--- src/rtl/vga_pkg.sv ---
`default_nettype none
// ============================================================================
//  Module      : vga_pkg
//  Description : Shared types and constants for the VGA draw/capture chain.
//                The capture FSM state encoding, the flattened video bundle
//                used by delay lines, and the packed-address field width.
//  Revision    : 1.0  initial release
// ============================================================================
package vga_pkg;

    // Width of one sub-field of the {row,col} packed image-RAM address
    localparam int ADDR_SUB_W = 6;

    // Largest capture width or height the packed address can hold
    localparam int MAX_DIM = 64;

    typedef enum logic [1:0] {
        ST_IDLE    = 2'd0,
        ST_ARMED   = 2'd1,
        ST_CAPTURE = 2'd2
    } cap_state_t;

    // Field order matches the vga_if signal list
    typedef struct packed {
        logic [11:0] hcount;
        logic [11:0] vcount;
        logic        hsync;
        logic        vsync;
        logic        hblnk;
        logic        vblnk;
        logic [11:0] rgb;
    } vga_sig_t;

endpackage
`default_nettype wire

--- src/rtl/vga_if.sv ---
`default_nettype none
// ============================================================================
//  Module      : vga_if
//  Description : Video timing plus pixel colour bundle passed between the
//                blocks of the draw chain.
//  Revision    : 1.0  initial release
// ============================================================================
interface vga_if;
    logic [11:0] hcount;
    logic [11:0] vcount;
    logic        hsync;
    logic        vsync;
    logic        hblnk;
    logic        vblnk;
    logic [11:0] rgb;

    modport in  (input  hcount, vcount, hsync, vsync, hblnk, vblnk, rgb);
    modport out (output hcount, vcount, hsync, vsync, hblnk, vblnk, rgb);
endinterface
`default_nettype wire

--- src/rtl/vga_delay.sv ---
`default_nettype none
// ============================================================================
//  Module      : vga_delay
//  Description : Registered pass-through of a vga_if bundle, DEPTH clocks
//                deep. All fields travel together so timing stays aligned.
//  Revision    : 1.0  initial release
// ============================================================================
module vga_delay
    import vga_pkg::*;
#(
    parameter int DEPTH = 1
) (
    input  logic clk,
    input  logic rst,
    vga_if.in    vga_in,
    vga_if.out   vga_out
);

    vga_sig_t w_in;
    vga_sig_t r_pipe [DEPTH];

    assign w_in = {vga_in.hcount, vga_in.vcount, vga_in.hsync, vga_in.vsync,
                   vga_in.hblnk, vga_in.vblnk, vga_in.rgb};

    // Shift the whole bundle one stage per clock; reset clears every stage
    always_ff @(posedge clk) begin
        if (rst) begin
            for (int i = 0; i < DEPTH; i++) begin
                r_pipe[i] <= '0;
            end
        end else begin
            r_pipe[0] <= w_in;
            for (int i = 1; i < DEPTH; i++) begin
                r_pipe[i] <= r_pipe[i-1];
            end
        end
    end

    assign vga_out.hcount = r_pipe[DEPTH-1].hcount;
    assign vga_out.vcount = r_pipe[DEPTH-1].vcount;
    assign vga_out.hsync  = r_pipe[DEPTH-1].hsync;
    assign vga_out.vsync  = r_pipe[DEPTH-1].vsync;
    assign vga_out.hblnk  = r_pipe[DEPTH-1].hblnk;
    assign vga_out.vblnk  = r_pipe[DEPTH-1].vblnk;
    assign vga_out.rgb    = r_pipe[DEPTH-1].rgb;

endmodule
`default_nettype wire

--- src/rtl/capture_rect.sv ---
`default_nettype none
// ============================================================================
//  Module      : capture_rect
//  Description : Grabs one W x H rectangle of the live pixel stream, starting
//                at (x,y) of the next full frame, into an image RAM addressed
//                {row[5:0],col[5:0]}. Video passes through 1 clock delayed.
//  Revision    : 1.0  initial release
// ============================================================================
module capture_rect
    import vga_pkg::*;
#(
    parameter int W = 50,
    parameter int H = 64
) (
    input  logic        clk,
    input  logic        rst,
    input  logic [11:0] x,
    input  logic [11:0] y,
    input  logic        start,
    output logic        busy,
    output logic        done,
    output logic        partial,
    output logic        wr_en,
    output logic [11:0] wr_addr,
    output logic [11:0] wr_data,
    vga_if.in           vga_in,
    vga_if.out          vga_out
);

    // Counter wide enough to hold MAX_DIM*MAX_DIM without wrapping
    localparam int               c_CNT_W = $clog2(MAX_DIM * MAX_DIM + 1);
    localparam logic [c_CNT_W-1:0] c_TOTAL = c_CNT_W'(W * H);
    localparam logic [12:0]      c_W13   = 13'(W);
    localparam logic [12:0]      c_H13   = 13'(H);

    cap_state_t              r_state;
    cap_state_t              w_state_nxt;
    logic [11:0]             r_x;
    logic [11:0]             r_y;
    logic [c_CNT_W-1:0]      r_cnt;
    logic                    r_done;
    logic                    r_partial;
    logic                    r_wr_en;
    logic [11:0]             r_wr_addr;
    logic [11:0]             r_wr_data;

    logic                    w_origin;
    logic                    w_in_win;
    logic                    w_full;
    logic                    w_wr;
    logic                    w_done_nxt;
    logic                    w_abort;
    logic [12:0]             w_h13;
    logic [12:0]             w_v13;
    logic [12:0]             w_x13;
    logic [12:0]             w_y13;
    logic [ADDR_SUB_W-1:0]   w_col;
    logic [ADDR_SUB_W-1:0]   w_row;

    vga_delay #(
        .DEPTH (1)
    ) u_delay (
        .clk     (clk),
        .rst     (rst),
        .vga_in  (vga_in),
        .vga_out (vga_out)
    );

    // 13-bit compares keep x+W and y+H from wrapping near the 12-bit limit
    assign w_h13    = {1'b0, vga_in.hcount};
    assign w_v13    = {1'b0, vga_in.vcount};
    assign w_x13    = {1'b0, r_x};
    assign w_y13    = {1'b0, r_y};
    assign w_origin = (vga_in.hcount == 12'd0) && (vga_in.vcount == 12'd0);
    assign w_in_win = (w_h13 >= w_x13) && (w_h13 < w_x13 + c_W13) &&
                      (w_v13 >= w_y13) && (w_v13 < w_y13 + c_H13) &&
                      !vga_in.hblnk && !vga_in.vblnk;
    assign w_full   = (r_cnt == c_TOTAL);
    assign w_col    = ADDR_SUB_W'(vga_in.hcount - r_x);
    assign w_row    = ADDR_SUB_W'(vga_in.vcount - r_y);

    // Capture FSM state register
    always_ff @(posedge clk) begin
        if (rst) begin
            r_state <= ST_IDLE;
        end else begin
            r_state <= w_state_nxt;
        end
    end

    // Next state plus per-pixel write / completion decisions
    always_comb begin
        w_state_nxt = r_state;
        w_wr        = 1'b0;
        w_done_nxt  = 1'b0;
        w_abort     = 1'b0;
        case (r_state)
            ST_IDLE: begin
                if (start) begin
                    w_state_nxt = ST_ARMED;
                end
            end
            ST_ARMED: begin
                // The origin pixel itself already belongs to the captured frame
                if (w_origin) begin
                    w_state_nxt = ST_CAPTURE;
                    w_wr        = w_in_win;
                end
            end
            ST_CAPTURE: begin
                if (w_full) begin
                    w_state_nxt = ST_IDLE;
                    w_done_nxt  = 1'b1;
                end else if (w_origin) begin
                    // A new frame began before the window was filled
                    w_state_nxt = ST_IDLE;
                    w_done_nxt  = 1'b1;
                    w_abort     = 1'b1;
                end else begin
                    w_wr = w_in_win;
                end
            end
            default: begin
                w_state_nxt = ST_IDLE;
            end
        endcase
    end

    // Window latch, pixel counter and registered RAM/status outputs
    always_ff @(posedge clk) begin
        if (rst) begin
            r_x       <= '0;
            r_y       <= '0;
            r_cnt     <= '0;
            r_done    <= 1'b0;
            r_partial <= 1'b0;
            r_wr_en   <= 1'b0;
            r_wr_addr <= '0;
            r_wr_data <= '0;
        end else begin
            if (r_state == ST_IDLE && start) begin
                r_x       <= x;
                r_y       <= y;
                r_cnt     <= '0;
                r_partial <= 1'b0;
            end else if (w_wr) begin
                r_cnt <= r_cnt + 1'b1;
            end
            r_wr_en   <= w_wr;
            r_wr_addr <= w_wr ? {w_row, w_col} : 12'd0;
            r_wr_data <= w_wr ? vga_in.rgb : 12'd0;
            r_done    <= w_done_nxt;
            if (w_done_nxt) begin
                r_partial <= w_abort;
            end
        end
    end

    assign busy    = (r_state != ST_IDLE);
    assign done    = r_done;
    assign partial = r_partial;
    assign wr_en   = r_wr_en;
    assign wr_addr = r_wr_addr;
    assign wr_data = r_wr_data;

endmodule
`default_nettype wire

--- src/flat_wrapper.sv ---
// flat-port wrapper written by rule: the top's interface ports become plain ports
module capture_rect_flat import vga_pkg::*;
#(
    parameter int W = 50,
    parameter int H = 64
)
  (clk, rst, x, y, start, busy, done, partial, wr_en, wr_addr, wr_data, vga_in_hcount, vga_in_vcount, vga_in_hsync, vga_in_vsync, vga_in_hblnk, vga_in_vblnk, vga_in_rgb, vga_out_hcount, vga_out_vcount, vga_out_hsync, vga_out_vsync, vga_out_hblnk, vga_out_vblnk, vga_out_rgb);
  vga_if vga_in_i ();
  vga_if vga_out_i ();
  input  logic clk;
  input  logic rst;
  input  logic [11:0] x;
  input  logic [11:0] y;
  input  logic start;
  output logic busy;
  output logic done;
  output logic partial;
  output logic wr_en;
  output logic [11:0] wr_addr;
  output logic [11:0] wr_data;
  input wire logic [$bits(vga_in_i.hcount)-1:0] vga_in_hcount;
  input wire logic [$bits(vga_in_i.vcount)-1:0] vga_in_vcount;
  input wire logic [$bits(vga_in_i.hsync)-1:0] vga_in_hsync;
  input wire logic [$bits(vga_in_i.vsync)-1:0] vga_in_vsync;
  input wire logic [$bits(vga_in_i.hblnk)-1:0] vga_in_hblnk;
  input wire logic [$bits(vga_in_i.vblnk)-1:0] vga_in_vblnk;
  input wire logic [$bits(vga_in_i.rgb)-1:0] vga_in_rgb;
  output wire logic [$bits(vga_out_i.hcount)-1:0] vga_out_hcount;
  output wire logic [$bits(vga_out_i.vcount)-1:0] vga_out_vcount;
  output wire logic [$bits(vga_out_i.hsync)-1:0] vga_out_hsync;
  output wire logic [$bits(vga_out_i.vsync)-1:0] vga_out_vsync;
  output wire logic [$bits(vga_out_i.hblnk)-1:0] vga_out_hblnk;
  output wire logic [$bits(vga_out_i.vblnk)-1:0] vga_out_vblnk;
  output wire logic [$bits(vga_out_i.rgb)-1:0] vga_out_rgb;
  assign vga_in_i.hcount = vga_in_hcount;
  assign vga_in_i.vcount = vga_in_vcount;
  assign vga_in_i.hsync = vga_in_hsync;
  assign vga_in_i.vsync = vga_in_vsync;
  assign vga_in_i.hblnk = vga_in_hblnk;
  assign vga_in_i.vblnk = vga_in_vblnk;
  assign vga_in_i.rgb = vga_in_rgb;
  assign vga_out_hcount = vga_out_i.hcount;
  assign vga_out_vcount = vga_out_i.vcount;
  assign vga_out_hsync = vga_out_i.hsync;
  assign vga_out_vsync = vga_out_i.vsync;
  assign vga_out_hblnk = vga_out_i.hblnk;
  assign vga_out_vblnk = vga_out_i.vblnk;
  assign vga_out_rgb = vga_out_i.rgb;
  capture_rect #(.W(W), .H(H)) u_core (.clk(clk), .rst(rst), .x(x), .y(y), .start(start), .busy(busy), .done(done), .partial(partial), .wr_en(wr_en), .wr_addr(wr_addr), .wr_data(wr_data), .vga_in(vga_in_i), .vga_out(vga_out_i));
endmodule
--- config.mk ---
export PLATFORM = sky130hd
export DESIGN_NAME = capture_rect_flat
export DESIGN_NICKNAME = d
export VERILOG_FILES = /design/src/rtl/vga_pkg.sv /design/src/rtl/vga_if.sv /design/src/rtl/vga_delay.sv /design/src/rtl/capture_rect.sv /design/src/flat_wrapper.sv
export SDC_FILE = /design/constraint.sdc
export NUM_CORES = 1
export LEC_CHECK = 0
export CAP_MARGIN = 20
export CORE_MARGIN = 8
export CORE_UTILIZATION = 52
export CTS_CLUSTER_SIZE = 40
export DETAILED_ROUTE_END_ITERATION = 8
export MAX_ROUTING_LAYER = met4
export PLACE_DENSITY = 0.85
export REMOVE_ABC_BUFFERS = 1
export SLEW_MARGIN = 20
export SYNTH_ARGS = -nofsm -noshare
export SYNTH_HDL_FRONTEND = slang
export SYNTH_SLANG_ARGS = --single-unit
--- constraint.sdc ---
create_clock -name clk -period 10.6 [get_ports clk]
set_input_delay 2.12 -clock clk [delete_from_list [all_inputs] [get_ports clk]]
set_output_delay 2.12 -clock clk [all_outputs]
set_load 0.02 [all_outputs]
==> flow_metrics.py <==
metrics = {
    "cts": {
        "cts_tree": "yes",
        "post_cts.repair.setup_buffers": 0,
        "clk_root_buffer_cell": "clkbuf_8",
        "cts_buffers": 9,
        "path_clk_slew_ns": 0.11,
        "cts-resized-gates": 0,
        "cts_hold_buf": 0,
        "cts_sinks": 106,
        "clk-insertion-delay-late_ns": 0.36,
        "clockBufferDepth": 2,
        "cts_htree_levels": 3,
    },
    "global_routing": {
        "antenna_found_initial": 0,
        "grt_max_degree": 57,
        "grt_pass1_vias": 4409,
        "grt_pass1_wl_um": 21900,
        "grtUsageTotal": 0.213,
        "overflow": 0,
    },
    "cells_and_area": {
        "area_growth_pct": 31.8,
        "layout.nets": 799,
        "final.fill_count": 720,
        "diodes": 0,
        "final_layout_size_suffix_gt1_frac": 0.0335,
    },
    "power": {
        "vdd_drop_max_mv": 0.0821,
        "p_per_area_mw_per_mm2": 127,
        "p_leak_nw": 2.48,
    },
    "worst_setup_path": {
        "path_cells": "clkdlybuf4s50_1 > inv_1 > ha_1 > fa_1 > nand2b_1 > a21oi_1 > o21ai_0 > o211ai_1 > nand3_1 > or2_1 > a2111oi_1",
        "endpoint_kind": "flip-flop",
        "arrival_ns": 5.70,
        "r2r_setup_slack_ns": 6.21,
        "cpPeakStageDelay_ns": 0.75,
        "timing.rr.start": "u_core.r_x[1]",
        "cp_num_buf_inv": 2,
        "r2r_end": "u_core.wr_addr[9]",
        "cp_top_family": "simple AND/OR/NAND/NOR gates",
        "start_kind": "input port",
        "crit_path_top_delay_cell": "or2_1",
        "critPathKind": "input port to flip-flop",
        "reg2reg_depth": 14,
        "crit_fanout": 27,
        "required_ns": 10.83,
    },
    "sta": {
        "setup_ws_ns": 5.13,
        "rsz0062_at_grt": "false",
        "finalHoldViolCount": 0,
        "maxSlewViolCount": 0,
        "setup_tns_ns": 0,
        "tightest_slew_ns": 1.04,
        "relSlewSlack": 0.308,
        "timing.fmax_mhz": 183,
        "setup_violations": 0,
        "period_share": 0.516,
        "period_minus_slack_ns": 5.47,
        "final.setup_skew_ns": 0.0116,
        "hold_slack_ns": 0.465,
    },
    "logic_synthesis": {
        "synth_edf_count": 0,
        "yosys-top-cells-area": "dfxtp_1 43%, ha_1 12%, nor2b_1 6.7%, nand2_1 5.4%, a21oi_1 4.7%",
        "syn_inst": 557,
        "netlist.top_cell.by_area": "dfxtp_1",
        "synthesis.area_mm2": 0.00498,
        "synth_seq_cells": 106,
        "async_flop_share": 0,
        "yosysMostFrequentCell": "dfxtp_1",
        "netlist_top_cells_count": "106 x dfxtp_1, 71 x nand2_1, 53 x nor2b_1",
        "synth.avg_cell_area_um2": 8.94,
        "ys.flop_type": "dfxtp_1",
        "yosysSeqAreaShare": 0.426,
        "yosysTopAreaCellShare": 0.426,
        "synth.distinct_cells": 49,
        "ys.warnings.count": 0,
    },
    "drt": {
        "wirelength_um": 13400,
        "drc": 0,
        "drt-initial-drc-count": 348,
        "vias_per_cell": 5.40,
        "via_count": 4401,
        "dr.pass1.iters": 5,
        "antenna_left": 0,
        "wire_per_inst_um": 16.4,
    },
    "floorplan": {
        "chipHeight_um": 114,
        "dieArea_mm2": 0.0130,
        "die_w_um": 114,
        "core_mm2": 0.00928,
        "num_rows": 35,
        "io_pins": 135,
        "start_util": 0.536,
    },
    "placement": {
        "io_buffers": 134,
        "gp_congestion": 0.886,
        "hpwl_um": 10500,
        "place_ws_ns": 4.77,
    },
    "min_path": {
        "hold_end": "u_core.r_y[2]",
        "whs_path_depth": 2,
        "min_path_type": "flip-flop to flip-flop",
        "hold_path_startpoint": "u_core.r_y[2]",
    },
    "status": {
        "status": "completed",
    },
    "flow_run": {
        "maxCapViolations": 0,
    },
}
==> worst min-delay path: stages (launching register included) <==
cell	delay (ns)
dfxtp_1	0.33
nand2_1	0.05
a21oi_1	0.05
==> cell families (layout without fill, tap and decap cells) <==
logic type / after synthesis / after routing / synth area share
xor+xnor: 18 / 18 / 0.0317
simple gates: 222 / 222 / 0.235
fa+ha+maj: 51 / 51 / 0.131
compound gates: 94 / 94 / 0.116
buf+inv: 61 / 190 / 0.0505
mux: 5 / 5 / 0.0103
flops: 106 / 106 / 0.426
==> layout by cell type, fill, tap and decap left out, types with 2 or more instances in the layout <==
cell type	netlist	routed
clkdlybuf4s50_1	0	133
dfxtp_1	106	106
nand2_1	71	71
nor2b_1	53	53
ha_1	49	49
a21oi_1	47	47
inv_1	39	39
nor2_1	24	24
xnor2_1	16	16
nor3_1	15	15
nand3_1	11	11
nand4_1	10	10
o21ai_0	10	10
a21o_1	9	9
clkbuf_8	0	9
nor4_1	8	8
or4_1	7	7
o31ai_1	6	6
nor4_2	4	4
o211ai_1	4	4
or3_1	4	4
nand2b_1	4	4
mux2i_1	4	4
a31oi_1	3	3
and4_1	3	3
clkinv_4	0	3
and2_1	2	2
o22ai_1	2	2
a211o_1	2	2
a211oi_1	2	2
and3_1	2	2
xor2_1	2	2
fa_1	2	2
inv_8	0	2
==> where the power goes <==
group	switching (mW)	internal [mW]
Combinational	0.0921	0.0811
Sequential	0.0103	0.414
Clock	0.147	0.0912
==> per-stage QoR <==
stage | cell area (um^2) | utilization | cells | power, mW
detailed placement | 6380 | 0.687 | 799 | 0.606
global placement | 6380 | 0.687 | 799 | 0.598
global route | 6570 | 0.707 | 815 | 0.876
CTS | 6570 | 0.707 | 815 | 0.839
floorplan | 4870 | - | 535 | 0.527
finish | 6570 | 0.707 | 815 | 0.835
==> layer usage <==
layer | up-vias | GRT usage | routed length (um)
li1 | 2158 | - | -
met1 | 2035 | 0.244 | 5860
met2 | 185 | 0.368 | 6310
met3 | 23 | 0.0401 | 961
met4 | 0 | 0.0728 | 276
met5 | - | - | 0
==> cell type report <==
| cell class | instances | area [um^2] | area share |
|---|---|---|---|
| clock buffer | 10 | 128 | 0.0194 |
| clock inverter | 6 | 57.6 | 0.00877 |
| inverter | 39 | 146 | 0.0223 |
| multi-input combinational | 390 | 2610 | 0.397 |
| sequential | 106 | 2120 | 0.323 |
| tap | 129 | 161 | 0.0246 |
| timing repair buffer | 135 | 1340 | 0.205 |
==> registers in the layout (all words and copies together), names as in the netlist <==
signal and flops:
u_core.done 1, u_core.partial 1, u_core.r_cnt 13, u_core.r_state 2, u_core.r_x 12, u_core.r_y 12
u_core.u_delay.r_pipe 40, u_core.wr_addr 12, u_core.wr_data 12, u_core.wr_en 1
==> how the worst max path moves through the flow <==
| stage | endpoint | slack (ns) | depth (start not counted) | start |
|---|---|---|---|---|
| after floorplan | u_core.wr_addr[9] | 5.95 | 10 | vga_in_hcount[0] |
| after global placement | u_core.wr_addr[9] | 4.94 | 11 | vga_in_hcount[0] |
| after detailed placement | u_core.wr_addr[9] | 4.77 | 11 | vga_in_hcount[0] |
| after CTS | u_core.wr_addr[9] | 5.14 | 11 | vga_in_hcount[0] |
| after global routing | u_core.wr_addr[9] | 4.85 | 11 | vga_in_hcount[0] |
| final | u_core.wr_addr[9] | 5.13 | 11 | vga_in_hcount[0] |
Note: power is estimated with default switching activity, not from simulation.
